File: config.mk
export PLATFORM = sky130hd
export DESIGN_NAME = csm_mport_mem
export DESIGN_NICKNAME = d
export VERILOG_FILES = /design/src/rtl/csm_pkg.sv /design/src/rtl/csm_rr_arbiter.sv /design/src/rtl/csm_mport_mem.sv
export SDC_FILE = /design/constraint.sdc
export NUM_CORES = 1
export LEC_CHECK = 0
export ABC_AREA = 1
export ABC_CLOCK_PERIOD_IN_PS = 3120
export CAP_MARGIN = 20
export CORE_MARGIN = 3
export CORE_UTILIZATION = 30
export DETAILED_ROUTE_END_ITERATION = 10
export GPL_TIMING_DRIVEN = 0
export PLACE_DENSITY = 0.61
export SLEW_MARGIN = 25
export SYNTH_ARGS = -nofsm -noshare
export SYNTH_HDL_FRONTEND = slang
export SYNTH_HIERARCHICAL = 1
export SYNTH_SLANG_ARGS = --single-unit
File: constraint.sdc
create_clock -name i_clk -period 3.12 [get_ports i_clk]
set_input_delay 0.936 -clock i_clk [delete_from_list [all_inputs] [get_ports i_clk]]
set_output_delay 0.936 -clock i_clk [all_outputs]
set_load 0.02 [all_outputs]
File: src/rtl/csm_pkg.sv
// -----------------------------------------------------------------------------
// csm_pkg
// Shared types and default sizes for the multi-port shared memory (CSM).
//   csm_cmd_e  : request command encoding carried on each port's 2-bit cmd lane
//   csm_lock_e : state of the hold/release lock
//   CSM_*      : default parameter values used by csm_mport_mem / csm_rr_arbiter
// -----------------------------------------------------------------------------
package csm_pkg;

    typedef enum logic [1:0] {
        CSM_READ    = 2'd0,
        CSM_WRITE   = 2'd1,
        CSM_HOLD    = 2'd2,
        CSM_RELEASE = 2'd3
    } csm_cmd_e;

    typedef enum logic {
        CSM_UNLOCKED = 1'b0,
        CSM_LOCKED   = 1'b1
    } csm_lock_e;

    localparam int CSM_NUM_PORTS    = 4;
    localparam int CSM_DATA_W       = 8;
    localparam int CSM_DEPTH        = 4;
    localparam int CSM_HOLD_TIMEOUT = 16;

endpackage

File: src/rtl/csm_rr_arbiter.sv
// -----------------------------------------------------------------------------
// csm_rr_arbiter
// Round-robin arbiter: picks at most one requester per cycle, starting the
// search at the pointer and wrapping modulo N. The pointer moves to the port
// after the winner; it stays put when nothing is granted.
// Ports:
//   i_clk        clock, rising edge
//   i_reset_n    asynchronous active-low reset (pointer -> 0)
//   i_req        per-port request
//   o_gnt        one-hot grant (combinational)
//   o_gnt_idx    index of the granted port (0 when none)
//   o_gnt_valid  a grant was issued this cycle
// -----------------------------------------------------------------------------
module csm_rr_arbiter
    import csm_pkg::*;
#(
    parameter  int N     = CSM_NUM_PORTS,
    localparam int IDX_W = $clog2(N)
) (
    input  logic             i_clk,
    input  logic             i_reset_n,
    input  logic [N-1:0]     i_req,
    output logic [N-1:0]     o_gnt,
    output logic [IDX_W-1:0] o_gnt_idx,
    output logic             o_gnt_valid
);

    logic [IDX_W-1:0] r_ptr;
    logic [IDX_W-1:0] w_cand;
    logic [IDX_W-1:0] w_next_ptr;

    // Walk the ports from the pointer with explicit wrap, so non power-of-two
    // port counts never index past N-1; the first requester seen wins.
    always_comb begin
        o_gnt       = '0;
        o_gnt_idx   = '0;
        o_gnt_valid = 1'b0;
        w_cand      = r_ptr;
        for (int i = 0; i < N; i++) begin
            if (!o_gnt_valid && i_req[w_cand]) begin
                o_gnt_valid   = 1'b1;
                o_gnt[w_cand] = 1'b1;
                o_gnt_idx     = w_cand;
            end
            w_cand = (w_cand == IDX_W'(N - 1)) ? '0 : w_cand + IDX_W'(1);
        end
    end

    assign w_next_ptr = (o_gnt_idx == IDX_W'(N - 1)) ? '0 : o_gnt_idx + IDX_W'(1);

    always_ff @(posedge i_clk or negedge i_reset_n) begin
        if (!i_reset_n) begin
            r_ptr <= '0;
        end else if (o_gnt_valid) begin
            r_ptr <= w_next_ptr;
        end
    end

endmodule

File: src/rtl/csm_mport_mem.sv
// -----------------------------------------------------------------------------
// csm_mport_mem
// N-port shared register file with a hold/release lock. One request per cycle
// is granted round-robin; its response is registered and appears one cycle
// later on the granted port's rsp_valid bit. While a port holds the lock, any
// other port's request is answered with an error and has no effect.
// Optional feature macro: CSM_HOLD_TIMEOUT_EN -- a lock whose owner is not
// granted for HOLD_TIMEOUT cycles is force-released with a 1-cycle
// o_hold_timeout pulse. Without it the lock lasts until RELEASE or reset.
// Ports:
//   i_clk, i_reset_n      clock (rising edge), asynchronous active-low reset
//   i_req_valid/cmd/addr/wdata  per-port request lanes, packed port-major
//   o_req_ready           one-hot grant, combinational
//   o_rsp_valid           one-hot response, one cycle after grant
//   o_rsp_err             request refused (lock conflict or bad RELEASE)
//   o_rsp_rdata           read data for a successful READ, else 0
//   o_lock_valid          lock currently held
//   o_lock_owner          holding port, 0 when unlocked
//   o_hold_timeout        forced-release pulse (0 without the macro)
// -----------------------------------------------------------------------------
module csm_mport_mem
    import csm_pkg::*;
#(
    parameter  int NUM_PORTS    = CSM_NUM_PORTS,
    parameter  int DATA_W       = CSM_DATA_W,
    parameter  int DEPTH        = CSM_DEPTH,
    parameter  int HOLD_TIMEOUT = CSM_HOLD_TIMEOUT,
    localparam int ADDR_W       = $clog2(DEPTH),
    localparam int IDX_W        = $clog2(NUM_PORTS)
) (
    input  logic                        i_clk,
    input  logic                        i_reset_n,
    input  logic [NUM_PORTS-1:0]        i_req_valid,
    input  logic [NUM_PORTS*2-1:0]      i_req_cmd,
    input  logic [NUM_PORTS*ADDR_W-1:0] i_req_addr,
    input  logic [NUM_PORTS*DATA_W-1:0] i_req_wdata,
    output logic [NUM_PORTS-1:0]        o_req_ready,
    output logic [NUM_PORTS-1:0]        o_rsp_valid,
    output logic                        o_rsp_err,
    output logic [DATA_W-1:0]           o_rsp_rdata,
    output logic                        o_lock_valid,
    output logic [IDX_W-1:0]            o_lock_owner,
    output logic                        o_hold_timeout
);

    logic [1:0]        w_cmd_arr   [NUM_PORTS];
    logic [ADDR_W-1:0] w_addr_arr  [NUM_PORTS];
    logic [DATA_W-1:0] w_wdata_arr [NUM_PORTS];

    logic [NUM_PORTS-1:0] w_gnt;
    logic [IDX_W-1:0]     w_gnt_idx;
    logic                 w_gnt_valid;
    csm_cmd_e             w_cmd;
    logic [ADDR_W-1:0]    w_addr;
    logic [DATA_W-1:0]    w_wdata;
    logic                 w_foreign;
    logic                 w_owner_gnt;

    logic [DATA_W-1:0]    r_mem [DEPTH];
    csm_lock_e            r_lock_state;
    logic [IDX_W-1:0]     r_lock_owner;
    logic [NUM_PORTS-1:0] r_rsp_valid;
    logic                 r_rsp_err;
    logic [DATA_W-1:0]    r_rsp_rdata;

    for (genvar p = 0; p < NUM_PORTS; p++) begin : g_unpack
        assign w_cmd_arr[p]   = i_req_cmd[p*2 +: 2];
        assign w_addr_arr[p]  = i_req_addr[p*ADDR_W +: ADDR_W];
        assign w_wdata_arr[p] = i_req_wdata[p*DATA_W +: DATA_W];
    end

    csm_rr_arbiter #(.N(NUM_PORTS)) u_arb (
        .i_clk       (i_clk),
        .i_reset_n   (i_reset_n),
        .i_req       (i_req_valid),
        .o_gnt       (w_gnt),
        .o_gnt_idx   (w_gnt_idx),
        .o_gnt_valid (w_gnt_valid)
    );

    assign w_cmd       = csm_cmd_e'(w_cmd_arr[w_gnt_idx]);
    assign w_addr      = w_addr_arr[w_gnt_idx];
    assign w_wdata     = w_wdata_arr[w_gnt_idx];
    // A granted port that is not the lock holder while the lock stands.
    assign w_foreign   = (r_lock_state == CSM_LOCKED) && (w_gnt_idx != r_lock_owner);
    assign w_owner_gnt = w_gnt_valid && (r_lock_state == CSM_LOCKED) && (w_gnt_idx == r_lock_owner);

`ifdef CSM_HOLD_TIMEOUT_EN
    localparam int TO_W = $clog2(HOLD_TIMEOUT + 1);
    logic [TO_W-1:0] r_to_cnt;
    logic            r_hold_timeout;
    assign o_hold_timeout = r_hold_timeout;
`else
    assign o_hold_timeout = 1'b0;
`endif

    // Lock FSM, memory and response register share one process: the granted
    // command is executed against the lock state seen in the grant cycle.
    // A forced release only fires when the owner is not granted that cycle,
    // so an owner's command always sees its lock intact.
    always_ff @(posedge i_clk or negedge i_reset_n) begin
        if (!i_reset_n) begin
            r_lock_state <= CSM_UNLOCKED;
            r_lock_owner <= '0;
            r_rsp_valid  <= '0;
            r_rsp_err    <= 1'b0;
            r_rsp_rdata  <= '0;
            for (int i = 0; i < DEPTH; i++) begin
                r_mem[i] <= '0;
            end
`ifdef CSM_HOLD_TIMEOUT_EN
            r_to_cnt       <= '0;
            r_hold_timeout <= 1'b0;
`endif
        end else begin
            r_rsp_valid <= w_gnt;
            r_rsp_err   <= 1'b0;
            r_rsp_rdata <= '0;
`ifdef CSM_HOLD_TIMEOUT_EN
            r_hold_timeout <= 1'b0;
            if (r_lock_state == CSM_LOCKED) begin
                if (w_owner_gnt) begin
                    r_to_cnt <= '0;
                end else if (r_to_cnt == TO_W'(HOLD_TIMEOUT - 1)) begin
                    r_to_cnt       <= '0;
                    r_lock_state   <= CSM_UNLOCKED;
                    r_lock_owner   <= '0;
                    r_hold_timeout <= 1'b1;
                end else begin
                    r_to_cnt <= r_to_cnt + TO_W'(1);
                end
            end else begin
                r_to_cnt <= '0;
            end
`endif
            if (w_gnt_valid) begin
                unique case (w_cmd)
                    CSM_READ: begin
                        if (w_foreign) r_rsp_err <= 1'b1;
                        else           r_rsp_rdata <= r_mem[w_addr];
                    end
                    CSM_WRITE: begin
                        if (w_foreign) r_rsp_err <= 1'b1;
                        else           r_mem[w_addr] <= w_wdata;
                    end
                    CSM_HOLD: begin
                        if (w_foreign) begin
                            r_rsp_err <= 1'b1;
                        end else if (r_lock_state == CSM_UNLOCKED) begin
                            r_lock_state <= CSM_LOCKED;
                            r_lock_owner <= w_gnt_idx;
                        end
                    end
                    CSM_RELEASE: begin
                        if (w_foreign || (r_lock_state == CSM_UNLOCKED)) begin
                            r_rsp_err <= 1'b1;
                        end else begin
                            r_lock_state <= CSM_UNLOCKED;
                            r_lock_owner <= '0;
                        end
                    end
                endcase
            end
        end
    end

    assign o_req_ready  = w_gnt;
    assign o_rsp_valid  = r_rsp_valid;
    assign o_rsp_err    = r_rsp_err;
    assign o_rsp_rdata  = r_rsp_rdata;
    assign o_lock_valid = (r_lock_state == CSM_LOCKED);
    assign o_lock_owner = r_lock_owner;

endmodule

==> run summary <==
status: finished, violations left
violated checks: negative setup slack
TritonCTS Buffers: 5
GR Util met1: 19.4%
die height: 112 microns
#FFs+latches synth: 50
kind of critical path: reg2out
Clock Tree Buf Depth: 2
# hold bufs at CTS: 0
wire length per cell: 14.8 microns
Post-Syn Instances: 466
crit end category: output port
unrepaired setup endpoints after global routing: yes
area leader, netlist: dfrtp_1
final slew viol count: 0
WP buf/inv: 3
global route total overflow: 0
Worst EP required: 2.18 ns
Startpoint Class: flip-flop
Slew headroom: 55.7%
Setup Skew: 0.0141 ns
H-tree Lvls: 2
Fmax: 316 MHz
worst-path fanout max: 7
num rows: 37
syn_nets: 527
number of global-route vias before repair: 3,412
Final #Nets: 644
DR iter-0 viols: 138
Worst EP arrival: 2.23 ns
global-route wire length before repair: 16,300 microns
reg-to-reg critical path endpoint: r_mem[7]
most used routing layer: met2
DP Wirelength: 7310 microns
worst-skew pair later-pin latency: 0.31 ns
CP max stage cell: dfrtp_2
Mean Syn Cell Area: 7.17 sq um
Worst Reg-to-Reg Cells: 24
top cells by area, synth: dfrtp_1 (37%), nand2_1 (21%), nand3_1 (10%)
Multi-input gate area: 0.00219 sq mm
sequential cell area: 0.00125 sq mm
Initial Util: 31.6%
Setup violations, final: 4
Worst Hold End: r_mem[31]
actual slew at the worst max-slew pin: 0.665 ns
CTS root buf: clkbuf_8
PortBufs: 73
r2r setup slk: 0.01 ns
drt first pass iters: 4
Worst-path clk slew: 0.10 ns
post-synth top area share: 37.5%
ratio of cells with drive above 1 in the final layout: 28.8%
total track usage: 15.8%
DRC viols: 0
Routability Congestion: 0.887
Fin. Hold Viols: 0
worst hold stages: 2
Vias: 3,518
Final WS setup: -0.0486 ns
final critical-path required period: 3.17 ns
met2 Use GR: 28.8%
cell area after layout: 0.00502 sq mm
vias per cell: 4.89
Hold Path Class: reg2reg
Synth Cell Area: 0.00334 sq mm
Fill cells: 1,040
period utilization: 102%
I/O pins: 75
Critical Path, Cell by Cell: ha_4, nor2_4, buf_6, o21ai_4, a21oi_4, nand2_4, nor2_4, inv_4, o21ai_2, buf_6
sequential fraction of the synthesis area: 37.5%
die area: 0.0124 sq mm
Netlist cell types: 29
placed inst area: 0.00424 sq mm
HP Start: r_mem[31]
ANT nets after route: 0
DRT Wirelength: 10,600 microns
R2R Path Start: u_arb/r_ptr[0]
CTS tree: done
Ys Warns: 6
CTS Sinks: 50
# Max-Cap Violations: 0
Crit path max-delay family: flip-flops
Inserted Diodes: 0
Area growth, synth to finish: 50.2%
M3 GR Usage: 2.39%
initial antenna violation count: 0
die width: 112 microns
slowest stage delay, CP: 0.50 ns
Worst path depth: 10
pin count of the biggest net entering global routing: 51
Core ar.: 0.0106 sq mm
area by class of cell:
cell class | count | share of cell area [%]
multi-input combinational | 376 | 43.7
tap | 136 | 3.39
inverter | 24 | 2.29
timing repair buffer | 110 | 20.6
sequential | 50 | 25.0
buffer | 16 | 2.97
clock inverter | 1 | 0.175
clock buffer | 7 | 1.92
synth_stat cells:
library cell / instances
a21boi_1: 1
a21oi_1: 12
a21oi_2: 1
a21oi_4: 2
and2_1: 1
buf_2: 4
buf_4: 4
buf_6: 5
clkbuf_1: 3
clkinv_4: 1
conb_1: 1
dfrtp_1: 50
ha_1: 7
inv_1: 16
inv_2: 6
inv_4: 1
nand2_1: 186
nand2_2: 13
nand2_4: 4
nand3_1: 67
nand3_2: 9
nand3_4: 1
nand4_1: 1
nor2_1: 27
nor2_4: 8
nor2_8: 1
o21ai_0: 20
o21ai_1: 5
o22ai_1: 9
cell families (layout without fill, tap and decap cells):
| family | after synthesis | in the layout | share of synthesized area (%) |
|---|---|---|---|
| buf+inv | 40 | 158 | 6.44 |
| other cells | 1 | 1 | 0.112 |
| fa+ha+maj | 7 | 7 | 2.62 |
| simple gates | 318 | 318 | 44.7 |
| compound gates | 50 | 50 | 8.69 |
| flops | 50 | 50 | 37.5 |
flip-flops by register name (all words and copies together), names as in the netlist:
name          count
r_mem            32
o_rsp_rdata       8
o_rsp_valid       4
o_lock_owner      2
u_arb/r_ptr       2
o_lock_valid      1
o_rsp_err         1
repair_timing:
item | in CTS | in global routing
gates cloned | 0 | 1
pin swaps | 16 | 17
endpoints found under the setup margin | 48 | 46
gates resized for setup | 60 | 74
setup buffers | 13 | 23
hold endpoints to repair | 0 | 0
worst register-to-register path, stage by stage (launching register included):
cell and delay (ns):
dfrtp_2 0.50, ha_4 0.21, nor2_4 0.23, buf_4 0.16, nand2_2 0.06, o21ai_4 0.08, nand2_1 0.08, nand2_2 0.09
nand2_4 0.07, clkinv_4 0.07, nand2_2 0.05, nand2_2 0.09, nand2_4 0.07, buf_8 0.15, clkinv_8 0.07, buf_8 0.10
nand2_1 0.06, nand2_2 0.07, nand2_2 0.08, nand2_1 0.06, nand2_1 0.08, nor2_4 0.24, buf_6 0.17, nand3_1 0.10
nand2_1 0.09
per-stage QoR:
stage          setup WS, ns  hold WS [ns]  setup TNS (ns)  utilization (%)  instances
3_3_place_gp         -0.821         0.454          -49.82             40.2        675
3_5_place_dp         -0.852         0.458          -30.91             40.1        675
6_report            -0.0486         0.481          -0.176             47.5        720
4_1_cts             -0.0458         0.483         -0.0987             43.3        696
2_1_floorplan         0.116         0.442               0                -        466
5_1_grt              -0.163         0.513           -4.08             47.5        720
routing by layer:
layer / vias to the layer above / share of wire (%)
met3: 16 / 3.6
met5: - / 0
met1: 1675 / 42
li1: 1748 / -
met4: 0 / 1.7
met2: 79 / 53
worst max-delay path by stage:
stage | start | to
after floorplan | u_arb/r_ptr[0] | o_req_ready[0]
after global placement | i_req_valid[1] | o_req_ready[1]
after detailed placement | i_req_valid[1] | o_req_ready[1]
after CTS | u_arb/r_ptr[1] | o_req_ready[1]
after global routing | u_arb/r_ptr[0] | o_req_ready[1]
final | u_arb/r_ptr[0] | o_req_ready[2]
cell usage in the layout, fill, tap and decap left out, types with 8 or more instances in the layout:
cell,netlist,routed
nand2_4,4,9
clkdlybuf4s50_1,0,64
o21ai_0,20,19
nor2_1,27,23
nand3_1,67,63
nand2_2,13,24
dfrtp_1,50,48
buf_4,4,37
a21oi_2,1,9
nor2_4,8,9
o22ai_2,0,8
inv_1,16,12
buf_6,5,11
nand2_1,186,169
Power is not shown: default switching activity piles up to over one toggle a cycle in this logic, so the estimate is an artifact.
